[config.mk]
export PLATFORM = sky130hd
export DESIGN_NAME = mem_b_arbiter_flat
export DESIGN_NICKNAME = d
export VERILOG_FILES = /design/src/rtl/mem_b_arbiter_if.sv /design/src/rtl/mem_b_arbiter.sv /design/src/flat_wrapper.sv
export SDC_FILE = /design/constraint.sdc
export NUM_CORES = 1
export LEC_CHECK = 0
export CORE_UTILIZATION = 30
export DETAILED_ROUTE_END_ITERATION = 8
export PLACE_DENSITY_LB_ADDON = 0.3
export RECOVER_POWER = 50
export REMOVE_ABC_BUFFERS = 1
export SLEW_MARGIN = 15
export SYNTH_ARGS = -nofsm -noshare
export SYNTH_HDL_FRONTEND = slang
export SYNTH_SLANG_ARGS = --single-unit
[constraint.sdc]
create_clock -name clk -period 2.3 [get_ports clk]
set_clock_uncertainty 0.15 [all_clocks]
set_input_delay 0.345 -clock clk [delete_from_list [all_inputs] [get_ports clk]]
set_output_delay 0.345 -clock clk [all_outputs]
set_load 0.05 [all_outputs]
[src/rtl/mem_b_arbiter_if.sv]
// Bundle of requester handshakes and memory port B signals shared by the
// port B arbiter and its environment.
interface mem_b_arbiter_if #(
    parameter int AW = 8,
    parameter int DW = 8
);
    // Handshake: a requester raises rN_req with stable fields; the fields are
    // captured at the grant edge, rN_ready pulses for exactly one cycle when
    // the access is done (rN_rdata valid with it on a read), and req still
    // high in the next idle cycle starts a fresh transaction.
    logic          r0_req;
    logic          r0_we;
    logic [AW-1:0] r0_addr;
    logic [DW-1:0] r0_wdata;
    logic          r0_ready;
    logic [DW-1:0] r0_rdata;

    logic          r1_req;
    logic          r1_we;
    logic [AW-1:0] r1_addr;
    logic [DW-1:0] r1_wdata;
    logic          r1_ready;
    logic [DW-1:0] r1_rdata;

    logic [AW-1:0] mem_addr_b;
    logic          mem_we_b;
    logic [DW-1:0] mem_wdata_b;
    logic [DW-1:0] mem_rdata_b;
    logic [1:0]    gnt;

    modport slave (
        input  r0_req, r0_we, r0_addr, r0_wdata,
        output r0_ready, r0_rdata,
        input  r1_req, r1_we, r1_addr, r1_wdata,
        output r1_ready, r1_rdata,
        output mem_addr_b, mem_we_b, mem_wdata_b,
        input  mem_rdata_b,
        output gnt
    );

    modport master (
        output r0_req, r0_we, r0_addr, r0_wdata,
        input  r0_ready, r0_rdata,
        output r1_req, r1_we, r1_addr, r1_wdata,
        input  r1_ready, r1_rdata,
        input  mem_addr_b, mem_we_b, mem_wdata_b,
        output mem_rdata_b,
        input  gnt
    );
endinterface

[src/rtl/mem_b_arbiter.sv]
// Round-robin arbiter and access sequencer sharing memory port B between the
// CPU data path (requester 0) and the loader/debug master (requester 1).
module mem_b_arbiter #(
    parameter int AW = 8,
    parameter int DW = 8
) (
    input  logic             clk,
    input  logic             rst,
    mem_b_arbiter_if.slave   bus,
    output logic [1:0]       o_state
);
    typedef enum logic [1:0] {
        S_IDLE = 2'd0,
        S_WR   = 2'd1,
        S_RD   = 2'd2,
        S_RC   = 2'd3
    } state_t;

    state_t        r_state, w_next;
    logic [1:0]    r_gnt, w_gnt_next;
    logic          r_last, w_last_next;
    logic [AW-1:0] r_addr, w_addr_next;
    logic [DW-1:0] r_wdata, w_wdata_next;
    logic          w_any;
    logic          w_sel1;
    logic          w_sel_we;
    logic          w_done;
    logic          w_rc;

    // r_last = 1 means requester 1 holds the most recent grant, so a tie goes to 0
    assign w_any    = bus.r0_req | bus.r1_req;
    assign w_sel1   = bus.r1_req & (~bus.r0_req | ~r_last);
    assign w_sel_we = w_sel1 ? bus.r1_we : bus.r0_we;

    always_ff @(posedge clk or negedge rst) begin
        if (!rst) begin
            r_state <= S_IDLE;
            r_gnt   <= 2'b00;
            r_last  <= 1'b1;
            r_addr  <= '0;
            r_wdata <= '0;
        end else begin
            r_state <= w_next;
            r_gnt   <= w_gnt_next;
            r_last  <= w_last_next;
            r_addr  <= w_addr_next;
            r_wdata <= w_wdata_next;
        end
    end

    always_comb begin
        w_next       = r_state;
        w_gnt_next   = r_gnt;
        w_last_next  = r_last;
        w_addr_next  = r_addr;
        w_wdata_next = r_wdata;
        case (r_state)
            S_IDLE: begin
                if (w_any) begin
                    w_gnt_next   = w_sel1 ? 2'b10 : 2'b01;
                    w_last_next  = w_sel1;
                    w_addr_next  = w_sel1 ? bus.r1_addr : bus.r0_addr;
                    w_wdata_next = w_sel1 ? bus.r1_wdata : bus.r0_wdata;
                    w_next       = w_sel_we ? S_WR : S_RD;
                end
            end
            S_WR: begin
                w_gnt_next = 2'b00;
                w_next     = S_IDLE;
            end
            S_RD: begin
                w_next = S_RC;
            end
            S_RC: begin
                w_gnt_next = 2'b00;
                w_next     = S_IDLE;
            end
            default: begin
                w_gnt_next = 2'b00;
                w_next     = S_IDLE;
            end
        endcase
    end

    // Write enable and ready decode straight from state so reset kills them at once
    assign w_done = (r_state == S_WR) || (r_state == S_RC);
    assign w_rc   = (r_state == S_RC);

    assign bus.mem_we_b    = (r_state == S_WR);
    assign bus.mem_addr_b  = r_addr;
    assign bus.mem_wdata_b = r_wdata;
    assign bus.gnt         = r_gnt;

    assign bus.r0_ready = w_done & r_gnt[0];
    assign bus.r1_ready = w_done & r_gnt[1];
    assign bus.r0_rdata = (w_rc && r_gnt[0]) ? bus.mem_rdata_b : '0;
    assign bus.r1_rdata = (w_rc && r_gnt[1]) ? bus.mem_rdata_b : '0;

    assign o_state = r_state;
endmodule

[src/flat_wrapper.sv]
// flat-port wrapper written by rule: the top's interface ports become plain ports
module mem_b_arbiter_flat 
#(
    parameter int AW = 8,
    parameter int DW = 8
)
  (clk, rst, o_state, bus_r0_req, bus_r0_we, bus_r0_addr, bus_r0_wdata, bus_r0_ready, bus_r0_rdata, bus_r1_req, bus_r1_we, bus_r1_addr, bus_r1_wdata, bus_r1_ready, bus_r1_rdata, bus_mem_addr_b, bus_mem_we_b, bus_mem_wdata_b, bus_mem_rdata_b, bus_gnt);
  mem_b_arbiter_if #(.AW(AW), .DW(DW)) bus_i ();
  input  logic clk;
  input  logic rst;
  output logic [1:0] o_state;
  input wire logic [$bits(bus_i.r0_req)-1:0] bus_r0_req;
  input wire logic [$bits(bus_i.r0_we)-1:0] bus_r0_we;
  input wire logic [$bits(bus_i.r0_addr)-1:0] bus_r0_addr;
  input wire logic [$bits(bus_i.r0_wdata)-1:0] bus_r0_wdata;
  output wire logic [$bits(bus_i.r0_ready)-1:0] bus_r0_ready;
  output wire logic [$bits(bus_i.r0_rdata)-1:0] bus_r0_rdata;
  input wire logic [$bits(bus_i.r1_req)-1:0] bus_r1_req;
  input wire logic [$bits(bus_i.r1_we)-1:0] bus_r1_we;
  input wire logic [$bits(bus_i.r1_addr)-1:0] bus_r1_addr;
  input wire logic [$bits(bus_i.r1_wdata)-1:0] bus_r1_wdata;
  output wire logic [$bits(bus_i.r1_ready)-1:0] bus_r1_ready;
  output wire logic [$bits(bus_i.r1_rdata)-1:0] bus_r1_rdata;
  output wire logic [$bits(bus_i.mem_addr_b)-1:0] bus_mem_addr_b;
  output wire logic [$bits(bus_i.mem_we_b)-1:0] bus_mem_we_b;
  output wire logic [$bits(bus_i.mem_wdata_b)-1:0] bus_mem_wdata_b;
  input wire logic [$bits(bus_i.mem_rdata_b)-1:0] bus_mem_rdata_b;
  output wire logic [$bits(bus_i.gnt)-1:0] bus_gnt;
  assign bus_i.r0_req = bus_r0_req;
  assign bus_i.r0_we = bus_r0_we;
  assign bus_i.r0_addr = bus_r0_addr;
  assign bus_i.r0_wdata = bus_r0_wdata;
  assign bus_r0_ready = bus_i.r0_ready;
  assign bus_r0_rdata = bus_i.r0_rdata;
  assign bus_i.r1_req = bus_r1_req;
  assign bus_i.r1_we = bus_r1_we;
  assign bus_i.r1_addr = bus_r1_addr;
  assign bus_i.r1_wdata = bus_r1_wdata;
  assign bus_r1_ready = bus_i.r1_ready;
  assign bus_r1_rdata = bus_i.r1_rdata;
  assign bus_mem_addr_b = bus_i.mem_addr_b;
  assign bus_mem_we_b = bus_i.mem_we_b;
  assign bus_mem_wdata_b = bus_i.mem_wdata_b;
  assign bus_i.mem_rdata_b = bus_mem_rdata_b;
  assign bus_gnt = bus_i.gnt;
  mem_b_arbiter #(.AW(AW), .DW(DW)) u_core (.clk(clk), .rst(rst), .bus(bus_i), .o_state(o_state));
endmodule
==> metrics.csv, run 1 <==
metric;value;unit
outcome;completed;
max_cap_viol_count;0;
yosysSeqAreaShare;47.2;%
htree_levels;1;
fin_setup_tns;0;ps
crit_buf_inv;1;
yosysMostFrequentCell;dfrtp_1;
utilization;62.6;%
syn_area;0.00112;mm^2
end_kind;primary output;
powerDensity;1270;mW/mm^2
worstMarginPinSlew;1090;ps
drive_gt1_share;15.4;%
fmax;0.462;GHz
grt_pass1_vias;1230;
finalHoldViolCount;0;
critical_path_arrival;1670;ps
final_cells;228;
gp_congestion;0.823;
drt_iter0_drc;32;
syn_to_final_growth;93.0;%
synth_top_area_share;44.8;%
setup_violations;0;
post_cts.repair.setup_buffers;0;
drv_slew;0;
worst_path_largest_cell_delay;880;ps
drt-wirelength-per-cell;15.2;um
n_antenna_cell;0;
gr-usage-all-layers;18.1;%
synth-edff-count;0;
yosysTopAreaCell;dfrtp_1;
viasPerCell;5.06;
synth_top_flop_cell;dfrtp_1;
period_needed;2160;ps
core;0.00344;mm^2
num_vias;1154;
grt_pass1_wl;5.53;mm
cts_resized;0;
startpoint_type;flop;
cts_made_buffers;3;
peakVddDrop;572;uV
wl;3.46;mm
insertion_delay;260;ps
cpMaxStageDelayCell;clkdlybuf4s50_1;
critical-path-top-delay-family;buffers and inverters;
required;1800;ps
critical_path_class;reg -> out;
die_x;63.0;um
synth_top_cells_by_count;20 x dfrtp_1, 19 x and2_1, 19 x and3_1;
cts_root_buffer;clkbuf_8;
hpwl;2.85;mm
ys.warnings.count;0;
rsz0062_at_grt;false;
synthCells;98;
yosys-top-cells-area;dfrtp_1 45%, a221o_1 14%, and2_1 11%, and3_1 11%, buf_6 5.0%;
cts_tree;yes;
slew_headroom;27.1;%
grt.overflow.total;0;
dp_cells;224;
clock_path_buffers;2;
antenna_found_initial;0;
drcViolationCount;0;
fin_crit_sh;94.1;%
start_util;32.4;%
grt_max_degree;22;
async_flop_share;100;%
cts_hold_buf;0;
cts.clk_slew.worst_paths;80;ps
dieArea;0.00397;mm^2
syn_area_per_cell;11.4;um^2
min_path_type;reg -> reg;
antenna_left;0;
hold_slack;369;ps
rows;21;
io_pins;85;
leakage;0.000967;uW
cp_cell_sequence;clkdlybuf4s50_1;
fillerInstances;293;
die_h;63.0;um
first_pass_iters;4;
port_buffers;84;
clock-sinks;21;
ys_seq_elements;21;
synth_cell_types;21;
fin_nets;229;
crit_fanout;11;
-- sequential cells by signal, indices dropped and copies added (netlist names) --
| register | cells |
|---|---|
| u_core.o_state | 2 |
| u_core.bus.gnt | 2 |
| u_core.r_last | 1 |
| u_core.bus.mem_wdata_b | 8 |
| u_core.bus.mem_addr_b | 8 |
-- worst reg2reg max path, cell delays in order, from the launching register on --
cell and delay, ps:
dfstp_2 540, a21boi_0 170, clkbuf_1 310, and3_1 280
a221o_1 260
-- layout make-up --
class                      count  area, um^2  area share, %
clock buffer                   3        41.3           1.92
clock inverter                 1        7.51          0.348
multi-input combinational     70         517           24.0
sequential                    21         527           24.4
tap                           46        57.6           2.67
timing repair buffer          87        1000           46.6
-- kinds of logic (layout without fill, tap and decap cells) --
group                  after synthesis  in the layout  synth area share, %
AO/OA/AOI/OAI                       23             23                 19.4
buffers and inverters                7             91                 6.17
flip-flops                          21             21                 47.2
multiplexers                         1              1                0.897
AND/OR/NAND/NOR                     46             46                 26.3
-- cells in the final DEF (no fill, tap or decap), types with 2 or more instances in the layout --
cell / Yosys / routed
a221o_1: 16 / 16
a21o_1: 3 / 3
buf_4: 1 / 3
and3_1: 19 / 19
dlygate4sd3_1: 0 / 2
and2_1: 19 / 18
dfrtp_1: 20 / 20
buf_12: 0 / 16
clkbuf_1: 0 / 3
clkdlybuf4s50_1: 0 / 63
nor2_1: 2 / 2
clkbuf_8: 0 / 3
-- worst paths after layout --
| check | cells after the start | start | slack [ps] | endpoint |
|---|---|---|---|---|
| min in group asynchronous | 2 | rst | 650 | u_core.bus.mem_addr_b[7]$_DFFE_PN0P_ |
| worst min-delay path | 1 | u_core.bus.mem_addr_b[3]$_DFFE_PN0P_ | 370 | u_core.bus.mem_addr_b[3]$_DFFE_PN0P_ |
| worst min register to register | 1 | u_core.bus.mem_addr_b[3]$_DFFE_PN0P_ | 370 | u_core.bus.mem_addr_b[3]$_DFFE_PN0P_ |
| worst max register to register | 4 | u_core.r_last$_DFFE_PN1P_ | 490 | u_core.bus.mem_wdata_b[5]$_DFFE_PN0P_ |
| max in group asynchronous | 2 | rst | 700 | u_core.bus.gnt[0]$_DFFE_PN0P_ |
| worst max-delay path | 1 | u_core.o_state[0]$_DFFE_PN0P_ | 140 | o_state[0] |
-- report_power, final --
group	switching (uW)	internal [uW]	leakage [uW]
registers	144	555	0.000259
clock network	124	122	0.0000217
logic	1100	706	0.000687
total	1360	1380	0.000967
-- per-stage QoR --
stage          setup WS [ps]  area, um^2  total power [uW]
3_3_place_gp             388        2120              2490
6_report                 136        2150              2750
2_1_floorplan            254        1050              1820
3_5_place_dp             345        2120              2520
4_1_cts                  140        2170              2770
5_1_grt                 54.3        2150              2870
-- per-layer routing --
metal	share of wire (%)	global-route usage (%)	routed length, um
met1	38	18.1	1300
met2	53	35.6	1830
met3	8.3	4.38	286
met4	1.1	6.10	38
met5	0	0	0
Note: power is estimated with default switching activity, not from simulation.
==> run 2, diff against run 1 <==
==> constraint.sdc (replaced) <==
create_clock -name clk -period 2.5 [get_ports clk]
set_clock_uncertainty 0.15 [all_clocks]
set_input_delay 0.375 -clock clk [delete_from_list [all_inputs] [get_ports clk]]
set_output_delay 0.375 -clock clk [all_outputs]
set_load 0.05 [all_outputs]
==> run 2 against run 1 <==
Core utilization decreased by 5.9 points. First-iteration DRC count down 31%. Total power decreased by 13%. Sequential cell count stayed put. Non-clock buffer count shrank 1. Global-route usage down 0.89 points. Setup slack gained 51 ps. Via count shrank 0.43%. Wire length shrank 7.2%. Sequential power fell by 9.0%. Critical endpoint is now u_core.bus.mem_wdata_b[1]$_DFFE_PN0P_.
==> metrics.csv, run 2 (same netlist as run 1, synthesis figures left out) <==
metric;value;unit;change
outcome;completed;;unchanged
final_cell_mix;52 x clkdlybuf4s50_1, 20 x dfrtp_1, 19 x and3_1, 19 x and2_1;;was 63 x clkdlybuf4s50_1, 20 x dfrtp_1, 19 x and3_1
min_from;u_core.bus.mem_wdata_b[6]$_DFFE_PN0P_;;was u_core.bus.mem_addr_b[3]$_DFFE_PN0P_
drv_slew;0;;unchanged
drt-wirelength-per-cell;14.1;um;was 15.2 um
startpoint_type;input pin;;was flop
max_cap_viol_count;0;;unchanged
cts_tree;yes;;unchanged
cpMaxStageDelayCell;a21boi_0;;was clkdlybuf4s50_1
seq_area;527;um^2;unchanged
fin_crit_sh;92.5;%;
critical-path-top-delay-family;buffers and inverters;;unchanged
drive_gt1_share;13.8;%;was 15.4%
n_antenna_cell;0;;unchanged
worstMarginPinSlew;1070;ps;was 1090 ps
die_h;63.0;um;unchanged
die_x;63.0;um;unchanged
drt_iter0_drc;22;;was 32
p_total;2390;uW;was 2750 uW
antenna_left;0;;unchanged
crit_fanout;11;;unchanged
hpwl;2.59;mm;was 2.85 mm
setup_violations;0;;unchanged
period_needed;2310;ps;
io_pins;85;;unchanged
viasPerCell;5.06;;about the same
grt.overflow.total;0;;unchanged
slew_headroom;28.4;%;was 27.1%
cts_made_buffers;3;;unchanged
finalHoldViolCount;0;;unchanged
fmax;0.432;GHz;
fillerInstances;332;;was 293
htree_levels;1;;unchanged
gp_congestion;0.815;;was 0.823
start_util;32.4;%;unchanged
startpoint;bus_r1_req;;was u_core.o_state[0]$_DFFE_PN0P_
powerDensity;1220;mW/mm^2;was 1270 mW/mm^2
fin_nets;228;;was 229
cp_cell_sequence;dlygate4sd3_1 -> a21boi_0 -> clkbuf_2 -> and3_1 -> a221o_1;;was clkdlybuf4s50_1
rows;21;;unchanged
clock_path_buffers;2;;unchanged
peakVddDrop;565;uV;was 572 uV
cts_root_buffer;clkbuf_8;;unchanged
cts_resized;0;;unchanged
worst_path_largest_cell_delay;770;ps;was 880 ps
core;0.00344;mm^2;unchanged
grt_pass1_vias;1225;;was 1230
leakage;0.000939;uW;was 0.000967 uW
num_vias;1149;;was 1154
critical_path_arrival;2360;ps;was 1670 ps
crit_buf_inv;2;;was 1
r2r_start;u_core.o_state[0]$_DFFE_PN0P_;;was u_core.r_last$_DFFE_PN1P_
fin_setup_tns;0;ps;unchanged
first_pass_iters;4;;unchanged
syn_to_final_growth;74.8;%;was 93.0%
gr-usage-all-layers;17.3;%;was 18.1%
drcViolationCount;0;;unchanged
wl;3.21;mm;was 3.46 mm
rsz0062_at_grt;false;;unchanged
critical_path_class;in -> reg;;was reg -> out
post_cts.repair.setup_buffers;0;;unchanged
dieArea;0.00397;mm^2;unchanged
multi_input_area;512;um^2;was 517 um^2
port_buffers;84;;unchanged
grt_pass1_wl;5.39;mm;was 5.53 mm
antenna_found_initial;0;;unchanged
end_kind;flop;;was primary output
min_path_type;reg -> reg;;unchanged
grt_max_degree;22;;unchanged
required;2540;ps;was 1800 ps
cts.clk_slew.worst_paths;70;ps;was 80 ps
insertion_delay;250;ps;was 260 ps
cts_hold_buf;0;;unchanged
mostFrequentLayoutCell;clkdlybuf4s50_1;;unchanged
clock-sinks;21;;unchanged
run 2: changes by cell type in the layout (fill, tap and decap cells not counted):
cell	delta
buf_12	-16
dlygate4sd3_1	+14
buf_4	+13
clkdlybuf4s50_1	-11
and2_0	-1
and2_1	+1
clkbuf_1	-1
clkbuf_2	+1
clkinvlp_4	-1
nor2_2	+1
nor2_4	-1
run 2: final cells by class:
class / instances / area share (%)
timing repair buffer: 86 / 41.5
sequential: 21 / 27.0
multi-input combinational: 70 / 26.2
tap: 46 / 2.95
clock buffer: 4 / 2.31
run 2: worst paths after layout:
check,to,slack (ps),cells past startpoint
worst max-delay path,u_core.bus.mem_wdata_b[1]$_DFFE_PN0P_,190,5
worst min-delay path,u_core.bus.mem_wdata_b[6]$_DFFE_PN0P_,360,1
worst max register to register,u_core.bus.mem_addr_b[6]$_DFFE_PN0P_,320,3
worst min register to register,u_core.bus.mem_wdata_b[6]$_DFFE_PN0P_,360,1
max in group asynchronous,u_core.bus.mem_addr_b[1]$_DFFE_PN0P_,880,2
min in group asynchronous,u_core.bus.mem_addr_b[7]$_DFFE_PN0P_,680,2
run 2: layer usage:
metal  wire length, um  vias to the layer above  global-route usage (%)
li1                  -                      532                       -
met1              1280                      549                    18.5
met2              1600                       64                    32.1
met3               302                        4                    4.93
met4                26                        0                    5.23
met5                 0                        -                       0
run 2: stage by stage:
stage	worst slack [ps]	instance area (um^2)	hold slack, ps	std cells	util, %
6_report	187	1950	358	227	56.7
2_1_floorplan	424	1050	-70.6	91	-
3_3_place_gp	470	1920	348	223	55.8
3_5_place_dp	451	1920	353	223	55.8
4_1_cts	156	1970	315	227	57.1
5_1_grt	62.4	1950	380	227	56.7
run 2: power breakdown:
part	internal [uW]	switching (uW)
Combinational	554	983
Sequential	510	125
Clock	113	102
Total	1180	1210
==> run 3, diff against run 2 <==
--- a/config.mk
+++ b/config.mk
@@ -5,7 +5,7 @@
 export SDC_FILE = /design/constraint.sdc
 export NUM_CORES = 1
 export LEC_CHECK = 0
-export CORE_UTILIZATION = 30
+export CORE_UTILIZATION = 36
 export DETAILED_ROUTE_END_ITERATION = 8
 export PLACE_DENSITY_LB_ADDON = 0.3
 export RECOVER_POWER = 50
@@ -14,3 +14,4 @@
 export SYNTH_ARGS = -nofsm -noshare
 export SYNTH_HDL_FRONTEND = slang
 export SYNTH_SLANG_ARGS = --single-unit
+export TNS_END_PERCENT = 5
==> run 3 against run 2 <==
The flow now finishes with violations (DRC). Fmax down 1.8%. Sequential share of layout area is 0.53 points higher. Sequential power about the same. First-iteration DRC count up 36%. Non-clock buffer count is the same. Clock power is 27% lower. Core utilization increased by 10 points. Register-to-register slack better by 130 ps. Die area decreased by 16%. Largest cell class unchanged.
==> metrics.csv, run 3 (same netlist as run 1, synthesis figures left out) <==
metric;value;unit;change
outcome;finished, violations left;;was completed
violations;DRC;;
critical_path_class;reg -> out;;was in -> reg
cts_root_buffer;clkbuf_4;;was clkbuf_8
fmax;0.425;GHz;was 0.432 GHz
core;0.00285;mm^2;was 0.00344 mm^2
seq_area;527;um^2;unchanged
io_pins;85;;unchanged
cp_cell_sequence;nor2b_1 -> clkdlybuf4s50_1;;was dlygate4sd3_1 -> a21boi_0 -> clkbuf_2 -> and3_1 -> a221o_1
critical_path_arrival;1830;ps;was 2360 ps
r2r_start;u_core.o_state[0]$_DFFE_PN0P_;;unchanged
clkPwrFrac;6.7;%;was 9.0%
drcViolationCount;8;;was 0
multi_input_area;509;um^2;was 512 um^2
p_int;1130;uW;was 1180 uW
leakage;0.000929;uW;was 0.000939 uW
drt_iter0_drc;30;;was 22
rrSetupSlack;450;ps;was 320 ps
combPwrFrac;66.0;%;was 64.4%
seq_power_share;27.2;%;was 26.6%
setup.worst_path.end;bus_mem_we_b;;was u_core.bus.mem_wdata_b[1]$_DFFE_PN0P_
grt_pass1_vias;1121;;was 1225
switching_power;1210;uW;about the same
drv_slew;0;;unchanged
dieArea;0.00333;mm^2;was 0.00397 mm^2
antenna_left;0;;unchanged
max_cap_viol_count;0;;unchanged
die_x;57.7;um;was 63.0 um
num_vias;1096;;was 1149
clock-sinks;21;;unchanged
setup_violations;0;;unchanged
grt.overflow.total;0;;unchanged
cts_made_buffers;3;;unchanged
timing.rr.end;u_core.bus.mem_addr_b[3]$_DFFE_PN0P_;;was u_core.bus.mem_addr_b[6]$_DFFE_PN0P_
period_needed;2350;ps;was 2310 ps
grt_pass1_wl;4.91;mm;was 5.39 mm
viasPerCell;5.17;;was 5.06
cts_tree;yes;;unchanged
cpMaxStageDelayCell;clkdlybuf4s50_1;;was a21boi_0
place_area;0.00190;mm^2;was 0.00192 mm^2
design_area;0.00191;mm^2;was 0.00195 mm^2
place_ws;478;ps;was 451 ps
cts_resized;0;;unchanged
rsz0062_at_grt;false;;unchanged
utilization;67.1;%;was 56.7%
crit_fanout;11;;unchanged
worstMarginPinSlew;972;ps;was 1070 ps
rr_worst_depth;3;;unchanged
finalHoldViolCount;0;;unchanged
startpoint;u_core.o_state[0]$_DFFE_PN0P_;;was bus_r1_req
port_buffers;84;;unchanged
fin_setup_tns;0;ps;unchanged
grt_max_degree;21;;was 22
mostFrequentLayoutCell;clkdlybuf4s50_1;;unchanged
gr-usage-all-layers;19.3;%;was 17.3%
first_pass_iters;6;;was 4
wl;3.02;mm;was 3.21 mm
syn_to_final_growth;71.4;%;was 74.8%
p_sw_share;51.7;%;was 50.7%
drt-wirelength-per-cell;14.2;um;was 14.1 um
drive_gt1_share;13.3;%;was 13.8%
rows;19;;was 21
antenna_found_initial;0;;unchanged
htree_levels;1;;unchanged
clock_path_buffers;2;;unchanged
hpwl;2.36;mm;was 2.59 mm
start_util;39.1;%;was 32.4%
slew_headroom;34.6;%;was 28.4%
powerDensity;1220;mW/mm^2;about the same
n_antenna_cell;0;;unchanged
cts_hold_buf;0;;unchanged
setup_ws;145;ps;was 187 ps
min_path_type;in -> async;;was reg -> reg
post_cts.repair.setup_buffers;0;;unchanged
peakVddDrop;656;uV;was 565 uV
fillerInstances;251;;was 332
worst_path_largest_cell_delay;800;ps;was 770 ps
end_kind;primary output;;was flop
die_h;57.7;um;was 63.0 um
insertion_delay;290;ps;was 250 ps
required;1980;ps;was 2540 ps
fin_nets;228;;unchanged
startpoint_type;flop;;was input pin
final_cell_mix;53 x clkdlybuf4s50_1, 20 x dfrtp_1, 19 x and3_1, 19 x and2_1, 17 x buf_4;;was 52 x clkdlybuf4s50_1, 20 x dfrtp_1, 19 x and3_1, 19 x and2_1
cts.clk_slew.worst_paths;110;ps;was 70 ps
fin_crit_sh;94.2;%;was 92.5%
gp_congestion;0.728;;was 0.815
==> run 3: cell types whose count changed in the layout (fill, tap and decap cells not counted) <==
cell	previous run	this run
clkbuf_4	0	3
clkbuf_8	3	0
buf_4	16	17
clkbuf_2	1	0
clkdlybuf4s50_1	52	53
dlygate4sd3_1	16	15
nand2_1	0	1
nand2_4	1	0
nor2_2	1	0
nor2_4	0	1
==> run 3: final cells by class <==
class                           count  area share [%]
Multi-Input combinational cell     70            26.6
Clock buffer                        4            1.37
Timing Repair Buffer               86            42.4
Sequential cell                    21            27.5
Tap cell                           31            2.03
==> run 3: stage by stage <==
step | hold slack, ps | total power, uW | cells
detailed placement | 349 | 2250 | 208
floorplan | -70.6 | 1680 | 91
CTS | 237 | 2410 | 212
global route | 310 | 2470 | 212
global placement | 346 | 2210 | 208
finish | 303 | 2340 | 212
==> run 3: how the worst min path moves through the flow <==
| stage | start | end | slack [ps] | depth (start not counted) |
|---|---|---|---|---|
| floorplan | rst | u_core.bus.gnt[0]$_DFFE_PN0P_ | -70 | 0 |
| global placement | u_core.bus.mem_wdata_b[4]$_DFFE_PN0P_ | u_core.bus.mem_wdata_b[4]$_DFFE_PN0P_ | 350 | 1 |
| detailed placement | u_core.bus.mem_addr_b[7]$_DFFE_PN0P_ | u_core.bus.mem_addr_b[7]$_DFFE_PN0P_ | 350 | 1 |
| CTS | rst | u_core.bus.mem_addr_b[7]$_DFFE_PN0P_ | 240 | 1 |
| global route | rst | u_core.bus.mem_addr_b[5]$_DFFE_PN0P_ | 310 | 1 |
| finish | rst | u_core.bus.mem_addr_b[7]$_DFFE_PN0P_ | 300 | 1 |
==> run 3: routing by layer <==
layer | global-route usage [%] | routed length, um | share of wire (%)
met1 | 22.3 | 1190 | 39
met2 | 34.7 | 1480 | 49
met3 | 4.46 | 312 | 10
met4 | 7.48 | 42 | 1.4
met5 | 0 | 0 | 0
==> run 3: worst max-delay path: cells and delay by family, from the launching register on <==
family | cells | cell delay, ps
buffers and inverters | 1 | 800
and+or+nand+nor | 1 | 180
DFF | 1 | 550
==> run 3: power by group through the flow <==
stage | Combinational, uW | Sequential [uW] | Clock, uW
floorplan | 514 | 1160 | 0
global placement | 1570 | 641 | 0
detailed placement | 1600 | 648 | 0
CTS | 1600 | 645 | 163
global route | 1620 | 661 | 184
finish | 1540 | 637 | 157
